### src/rtl/mem_lsu_if.sv
// Core-side request/response and memory-side command/data signals of the load/store unit.
// Names are from the LSU's point of view; slave is the LSU, master is the core plus memory.
interface mem_lsu_if;
   logic        i_req_valid;
   logic        o_req_ready;
   logic        i_req_we;
   logic [31:0] i_req_addr;
   logic [2:0]  i_req_size;
   logic [31:0] i_req_wdata;
   logic        o_rsp_valid;
   logic        i_rsp_ready;
   logic [31:0] o_rsp_rdata;
   logic        o_rsp_err;
   logic        o_mem_en;
   logic        o_mem_write_en;
   logic [31:0] o_mem_addr;
   logic [3:0]  o_mem_mask;
   logic [31:0] o_mem_data;
   logic        i_mem_ready;
   logic        i_mem_valid;
   logic [31:0] i_mem_data;

   modport slave (
      input  i_req_valid, i_req_we, i_req_addr, i_req_size, i_req_wdata,
      input  i_rsp_ready, i_mem_ready, i_mem_valid, i_mem_data,
      output o_req_ready, o_rsp_valid, o_rsp_rdata, o_rsp_err,
      output o_mem_en, o_mem_write_en, o_mem_addr, o_mem_mask, o_mem_data
   );

   modport master (
      output i_req_valid, i_req_we, i_req_addr, i_req_size, i_req_wdata,
      output i_rsp_ready, i_mem_ready, i_mem_valid, i_mem_data,
      input  o_req_ready, o_rsp_valid, o_rsp_rdata, o_rsp_err,
      input  o_mem_en, o_mem_write_en, o_mem_addr, o_mem_mask, o_mem_data
   );
endinterface

### src/rtl/mem_lsu.sv
// Load/store unit: converts sized byte-addressed core accesses into word-index plus lane-mask
// memory commands, aligns/extends load data, and rejects bad accesses without touching memory.
module mem_lsu #(
   parameter int TIMEOUT_CYCLES = 16
) (
   input  logic      i_clk,
   input  logic      i_rst,
   mem_lsu_if.slave  bus
);

   localparam int CW = (TIMEOUT_CYCLES > 2) ? $clog2(TIMEOUT_CYCLES) : 1;

   typedef enum logic [1:0] {IDLE, ISSUE, RD_WAIT, RESP} state_t;

   state_t       r_state, w_nextState;
   logic [31:0]  r_addr;
   logic [2:0]   r_size;
   logic         r_we;
   logic [3:0]   r_memMask;
   logic [31:0]  r_memData;
   logic [31:0]  r_rdata;
   logic         r_err;
   logic [CW-1:0] r_count;

   logic         w_illegal, w_misalign, w_reqBad, w_timeout;
   logic [3:0]   w_reqMask;
   logic [31:0]  w_reqData, w_shifted, w_loadData;

   // Request classification and lane placement are computed from the live request so the
   // command can be registered in the accept cycle and held unchanged through ISSUE.
   always_comb begin
      w_illegal  = (bus.i_req_size[1:0] == 2'd3) ||
                   (bus.i_req_size[2] && (bus.i_req_we || bus.i_req_size[1:0] == 2'd2));
      w_misalign = ((bus.i_req_size[1:0] == 2'd1) && bus.i_req_addr[0]) ||
                   ((bus.i_req_size[1:0] == 2'd2) && (bus.i_req_addr[1:0] != 2'd0));
      w_reqBad   = w_illegal || w_misalign;
      w_reqMask  = 4'b0000;
      w_reqData  = 32'd0;
      case (bus.i_req_size[1:0])
         2'd0: begin
            w_reqMask = 4'b0001 << bus.i_req_addr[1:0];
            w_reqData = {4{bus.i_req_wdata[7:0]}};
         end
         2'd1: begin
            w_reqMask = 4'b0011 << bus.i_req_addr[1:0];
            w_reqData = {2{bus.i_req_wdata[15:0]}};
         end
         2'd2: begin
            w_reqMask = 4'b1111;
            w_reqData = bus.i_req_wdata;
         end
         default: ;
      endcase
   end

   always_comb begin
      w_shifted  = bus.i_mem_data >> {r_addr[1:0], 3'b000};
      w_loadData = w_shifted;
      case (r_size[1:0])
         2'd0:    w_loadData = {{24{w_shifted[7] & ~r_size[2]}}, w_shifted[7:0]};
         2'd1:    w_loadData = {{16{w_shifted[15] & ~r_size[2]}}, w_shifted[15:0]};
         default: w_loadData = w_shifted;
      endcase
      w_timeout = (r_count == CW'(TIMEOUT_CYCLES - 1));
   end

   always_ff @(posedge i_clk) begin
      if (i_rst) r_state <= IDLE;
      else       r_state <= w_nextState;
   end

   always_comb begin
      w_nextState        = r_state;
      bus.o_req_ready    = 1'b0;
      bus.o_mem_en       = 1'b0;
      bus.o_mem_write_en = 1'b0;
      bus.o_rsp_valid    = 1'b0;
      case (r_state)
         IDLE: begin
            bus.o_req_ready = 1'b1;
            if (bus.i_req_valid) w_nextState = w_reqBad ? RESP : ISSUE;
         end
         ISSUE: begin
            bus.o_mem_en       = 1'b1;
            bus.o_mem_write_en = r_we;
            if (bus.i_mem_ready) w_nextState = r_we ? RESP : RD_WAIT;
         end
         RD_WAIT: begin
            if (bus.i_mem_valid || w_timeout) w_nextState = RESP;
         end
         RESP: begin
            bus.o_rsp_valid = 1'b1;
            if (bus.i_rsp_ready) w_nextState = IDLE;
         end
         default: w_nextState = IDLE;
      endcase
   end

   // A read completing on the last allowed cycle still returns its data rather than an error.
   always_ff @(posedge i_clk) begin
      if (i_rst) begin
         r_addr    <= 32'd0;
         r_size    <= 3'd0;
         r_we      <= 1'b0;
         r_memMask <= 4'd0;
         r_memData <= 32'd0;
         r_rdata   <= 32'd0;
         r_err     <= 1'b0;
         r_count   <= '0;
      end else begin
         case (r_state)
            IDLE: if (bus.i_req_valid) begin
               r_addr    <= bus.i_req_addr;
               r_size    <= bus.i_req_size;
               r_we      <= bus.i_req_we;
               r_memMask <= w_reqMask;
               r_memData <= w_reqData;
               r_rdata   <= 32'd0;
               r_err     <= w_reqBad;
            end
            ISSUE: r_count <= '0;
            RD_WAIT: begin
               if (bus.i_mem_valid) begin
                  r_rdata <= w_loadData;
                  r_err   <= 1'b0;
               end else if (w_timeout) begin
                  r_rdata <= 32'd0;
                  r_err   <= 1'b1;
               end else begin
                  r_count <= r_count + CW'(1);
               end
            end
            default: ;
         endcase
      end
   end

   assign bus.o_mem_addr  = {2'b00, r_addr[31:2]};
   assign bus.o_mem_mask  = r_memMask;
   assign bus.o_mem_data  = r_memData;
   assign bus.o_rsp_rdata = r_rdata;
   assign bus.o_rsp_err   = r_err;

endmodule
### src/flat_wrapper.sv
// flat-port wrapper written by rule: the top's interface ports become plain ports
module mem_lsu_flat 
#(
   parameter int TIMEOUT_CYCLES = 16
)
  (i_clk, i_rst, bus_i_req_valid, bus_i_req_we, bus_i_req_addr, bus_i_req_size, bus_i_req_wdata, bus_i_rsp_ready, bus_i_mem_ready, bus_i_mem_valid, bus_i_mem_data, bus_o_req_ready, bus_o_rsp_valid, bus_o_rsp_rdata, bus_o_rsp_err, bus_o_mem_en, bus_o_mem_write_en, bus_o_mem_addr, bus_o_mem_mask, bus_o_mem_data);
  mem_lsu_if bus_i ();
  input  logic i_clk;
  input  logic i_rst;
  input wire logic [$bits(bus_i.i_req_valid)-1:0] bus_i_req_valid;
  input wire logic [$bits(bus_i.i_req_we)-1:0] bus_i_req_we;
  input wire logic [$bits(bus_i.i_req_addr)-1:0] bus_i_req_addr;
  input wire logic [$bits(bus_i.i_req_size)-1:0] bus_i_req_size;
  input wire logic [$bits(bus_i.i_req_wdata)-1:0] bus_i_req_wdata;
  input wire logic [$bits(bus_i.i_rsp_ready)-1:0] bus_i_rsp_ready;
  input wire logic [$bits(bus_i.i_mem_ready)-1:0] bus_i_mem_ready;
  input wire logic [$bits(bus_i.i_mem_valid)-1:0] bus_i_mem_valid;
  input wire logic [$bits(bus_i.i_mem_data)-1:0] bus_i_mem_data;
  output wire logic [$bits(bus_i.o_req_ready)-1:0] bus_o_req_ready;
  output wire logic [$bits(bus_i.o_rsp_valid)-1:0] bus_o_rsp_valid;
  output wire logic [$bits(bus_i.o_rsp_rdata)-1:0] bus_o_rsp_rdata;
  output wire logic [$bits(bus_i.o_rsp_err)-1:0] bus_o_rsp_err;
  output wire logic [$bits(bus_i.o_mem_en)-1:0] bus_o_mem_en;
  output wire logic [$bits(bus_i.o_mem_write_en)-1:0] bus_o_mem_write_en;
  output wire logic [$bits(bus_i.o_mem_addr)-1:0] bus_o_mem_addr;
  output wire logic [$bits(bus_i.o_mem_mask)-1:0] bus_o_mem_mask;
  output wire logic [$bits(bus_i.o_mem_data)-1:0] bus_o_mem_data;
  assign bus_i.i_req_valid = bus_i_req_valid;
  assign bus_i.i_req_we = bus_i_req_we;
  assign bus_i.i_req_addr = bus_i_req_addr;
  assign bus_i.i_req_size = bus_i_req_size;
  assign bus_i.i_req_wdata = bus_i_req_wdata;
  assign bus_i.i_rsp_ready = bus_i_rsp_ready;
  assign bus_i.i_mem_ready = bus_i_mem_ready;
  assign bus_i.i_mem_valid = bus_i_mem_valid;
  assign bus_i.i_mem_data = bus_i_mem_data;
  assign bus_o_req_ready = bus_i.o_req_ready;
  assign bus_o_rsp_valid = bus_i.o_rsp_valid;
  assign bus_o_rsp_rdata = bus_i.o_rsp_rdata;
  assign bus_o_rsp_err = bus_i.o_rsp_err;
  assign bus_o_mem_en = bus_i.o_mem_en;
  assign bus_o_mem_write_en = bus_i.o_mem_write_en;
  assign bus_o_mem_addr = bus_i.o_mem_addr;
  assign bus_o_mem_mask = bus_i.o_mem_mask;
  assign bus_o_mem_data = bus_i.o_mem_data;
  mem_lsu #(.TIMEOUT_CYCLES(TIMEOUT_CYCLES)) u_core (.i_clk(i_clk), .i_rst(i_rst), .bus(bus_i));
endmodule
### config.mk
export PLATFORM = sky130hd
export DESIGN_NAME = mem_lsu_flat
export DESIGN_NICKNAME = d
export VERILOG_FILES = /design/src/rtl/mem_lsu_if.sv /design/src/rtl/mem_lsu.sv /design/src/flat_wrapper.sv
export SDC_FILE = /design/constraint.sdc
export NUM_CORES = 1
export LEC_CHECK = 0
export ABC_AREA = 1
export CELL_PAD_IN_SITES_DETAIL_PLACEMENT = 0
export CELL_PAD_IN_SITES_GLOBAL_PLACEMENT = 1
export CORE_UTILIZATION = 33
export DETAILED_ROUTE_END_ITERATION = 10
export GPL_ROUTABILITY_DRIVEN = 0
export PLACE_DENSITY = 0.88
export SETUP_SLACK_MARGIN = 0.05
export SLEW_MARGIN = 30
export SYNTH_ARGS = -nofsm -noshare
export SYNTH_HDL_FRONTEND = slang
export SYNTH_SLANG_ARGS = --single-unit
### constraint.sdc
create_clock -name i_clk -period 3.4 [get_ports i_clk]
set_clock_uncertainty 0.1 [all_clocks]
set_input_delay 0.68 -clock i_clk [delete_from_list [all_inputs] [get_ports i_clk]]
set_output_delay 0.68 -clock i_clk [all_outputs]
set_load 0.005 [all_outputs]
==> impl_results.md <==
* Status: complete, no violations
* Yosys top cell area share at 0.405
* Clk slew on worst S/H paths at 0.07 ns
* Final Util at 0.479
* End of the worst register-to-register path: u_core.bus.o_mem_data[1]
* Warnings from Yosys at 0
* Synth Cell Area at 5490 sq um
* Clock sink count at 111
* Top sig layer: met4
* First-pass GRT wire length at 25900 microns
* Boundary pin count at 211
* Final Cycle Share at 0.742
* Core area at 16100 sq um
* Hold Buf Count CTS at 0
* Avg Cell Area, Syn at 7.09 sq um
* # diodes at 0
* Pre-CTS setup slack at 0.720 ns
* Fin crit period at roughly 2.5 ns
* Buffers on Ports at 208
* Synth Flop Type: dfxtp_1
* CTS max path bufs at 2
* Fillcell total at 1634
* Dpl hpwl at between 10000 and 15000 microns
* Share of cells above drive strength 1 at 0.0694
* DRC violation count after routing at 0
* Count leader, synth: nand2_1
* Min setup slack post-route at around 0.88 ns
* Final Cell Area at 7690 sq um
* Leakage at 2.99 nW
* Number of setup buffers added after CTS at 0
* Tot Pwr at approximately 5 mW
* CTS tree: built
* Met2 routed WL at approximately 7500 microns
* Initial antenna violation count at 0
* Antenna violation net count after detailed routing at 0
* Pre-antenna DRT Iters at 5
* CP Data Required Time at 2.62 ns
* Post-synthesis cell type count at 30
* Placed instance count at 1123
* Startpoint types: register
* Hold Path Class: reg -> reg
* Sequential share of the synthesized area at 0.405
* Synth-to-Final Area Change at 40.0%
* Met1 WL at 7400 microns
* Max Cap Viol at 0
* Mapped Cells at 774
* Final Non-Filler Cells at approximately 1100
* Worst-Margin Slew at 0.751 ns
* Row count at 46
* Post-synthesis async set-or-reset flop share at 0
* WS Path Type: reg -> out
* Reg-to-reg startpoint: u_core.r_state[0]
* Die width at between 100 and 150 microns
* Final Max Slew Viols at 0
* Starting Density at 0.342
* Die Y at 131 microns
* Setup crit end: bus_o_mem_write_en
* Final WL at approximately 17000 microns
* PwrDens at 656 nW/um^2
* CTS Buf Count at 9
* Setup crit end kind: primary output
* Number of enable flip-flop cells after synthesis at 0
* Fin. Hold Viols at 0
* H-tree depth at 3
* DR WL/cell at 15.0 microns
* Setup_tns at 0 ns
* Endpoints failing setup at 0
* Total vias in the final route at 5433
* Worst Path Max Fanout at 5
* #FFs+latches synth at between 100 and 150
* GR Util All Layers at 0.198
* Vias per cell at 4.77
* Dpl cell area at approximately 7400 sq um
* Total grt overflow at 0
* Nets at 1030
* Flop2flop setup slack at 1.14 ns
* Arrival @ worst endpoint at 1.74 ns
* Largest area contributor in the netlist: dfxtp_1
* Worst-Skew Late Latency at 0.36 ns
* FF-to-FF path depth at 8
* Dominant cells by area after synthesis: dfxtp_1 40%, nand2_1 15%, a21oi_1 7.7%, nor2_1 5.5%, o21ai_0 5.1%
* Met3 wire len at 1850 microns
* CTS resizes at 0
* DR iter-0 viols at 303
* Max Clk Rate at around 0.40 GHz
* Vias in the first global route at 4965
* Worst Setup SP: u_core.r_state[1]
* RSZ-0062 raised after global routing: no
* Largest net degree at the start of global routing at 70
* Final hold slack at 0.366 ns
* Worst slew margin at 0.499
* Peak VDD IR at 0.280 mV
* Die area at 17200 sq um
* Top post-synthesis cells by count: 213 x nand2_1, 111 x dfxtp_1, 84 x a21oi_1, 81 x nor2_1, 56 x o21ai_0
* CTS root buffer: clkbuf_16
## cells by family after synthesis
group | after synthesis | share of synthesized area
AND/OR/NAND/NOR | 357 | 0.274
AO/OA/AOI/OAI | 185 | 0.187
buffers and inverters | 114 | 0.120
flip-flops | 111 | 0.405
adder cells (fa/ha/maj) | 6 | 0.0137
other | 1 | 0.000683
## layer usage
metal | up-vias | GRT usage
met5 | - | 0
met4 | 0 | 0.0602
met3 | 16 | 0.0871
met2 | 192 | 0.303
met1 | 2443 | 0.249
li1 | 2782 | -
## worst min path at each step
stage / startpoint / endpoint / slack, ns / cells after the start
floorplan: u_core.r_we / u_core.r_we / 0.35 / 2
global placement: u_core.bus.o_mem_data[14] / u_core.bus.o_mem_data[14] / 0.35 / 2
detailed placement: u_core.bus.o_mem_data[27] / u_core.bus.o_mem_data[27] / 0.36 / 2
CTS: u_core.bus.o_rsp_rdata[16] / u_core.bus.o_rsp_rdata[16] / 0.37 / 2
global route: u_core.bus.o_rsp_rdata[4] / u_core.bus.o_rsp_rdata[4] / 0.39 / 2
finish: u_core.bus.o_rsp_rdata[16] / u_core.bus.o_rsp_rdata[16] / 0.37 / 2
## worst max-delay path, stage by stage, from the launching register on
cell	delay [ns]
dfxtp_1	0.36
inv_1	0.12
ha_1	0.26
nand2_1	0.10
inv_1	0.06
clkdlybuf4s50_1	0.49
## layout by cell type, fill, tap and decap left out, types with 3 or more instances in the layout
master	Yosys	layout
nand2_1	213	212
clkdlybuf4s50_1	0	207
dfxtp_1	111	111
a21oi_1	84	84
nor2_1	81	81
o21ai_0	56	56
nand3_1	38	38
inv_1	24	24
o211ai_1	15	15
nand2_2	11	12
a21oi_2	11	11
o21ai_1	9	9
clkbuf_16	0	9
a22oi_1	7	7
inv_2	6	6
ha_1	6	6
buf_4	36	5
nor2_4	3	3
a31oi_1	3	3
nand3_2	3	3
## flip-flops by register name, indices dropped and copies added (netlist names)
register / cells
u_core.bus.o_rsp_rdata: 32
u_core.bus.o_rsp_err: 1
u_core.r_we: 1
u_core.r_count: 4
u_core.r_state: 2
u_core.r_addr: 32
u_core.r_size: 3
u_core.bus.o_mem_mask: 4
u_core.bus.o_mem_data: 32
## where the power goes
group | internal [mW] | switching (mW)
Combinational | 0.937 | 1.22
Sequential | 1.56 | 0.172
Clock | 0.649 | 0.511
Total | 3.15 | 1.90
## layout make-up
| class | count | area, sq um | area share |
|---|---|---|---|
| clock inverters | 6 | 92.6 | 0.0120 |
| flip-flops and latches | 111 | 2220 | 0.289 |
| repair buffers | 214 | 2130 | 0.278 |
| well taps | 216 | 270 | 0.0351 |
| clock buffers | 9 | 225 | 0.0293 |
| inverters | 32 | 128 | 0.0166 |
| multi-input cells | 550 | 2620 | 0.340 |
Note: power is estimated with default switching activity, not from simulation.
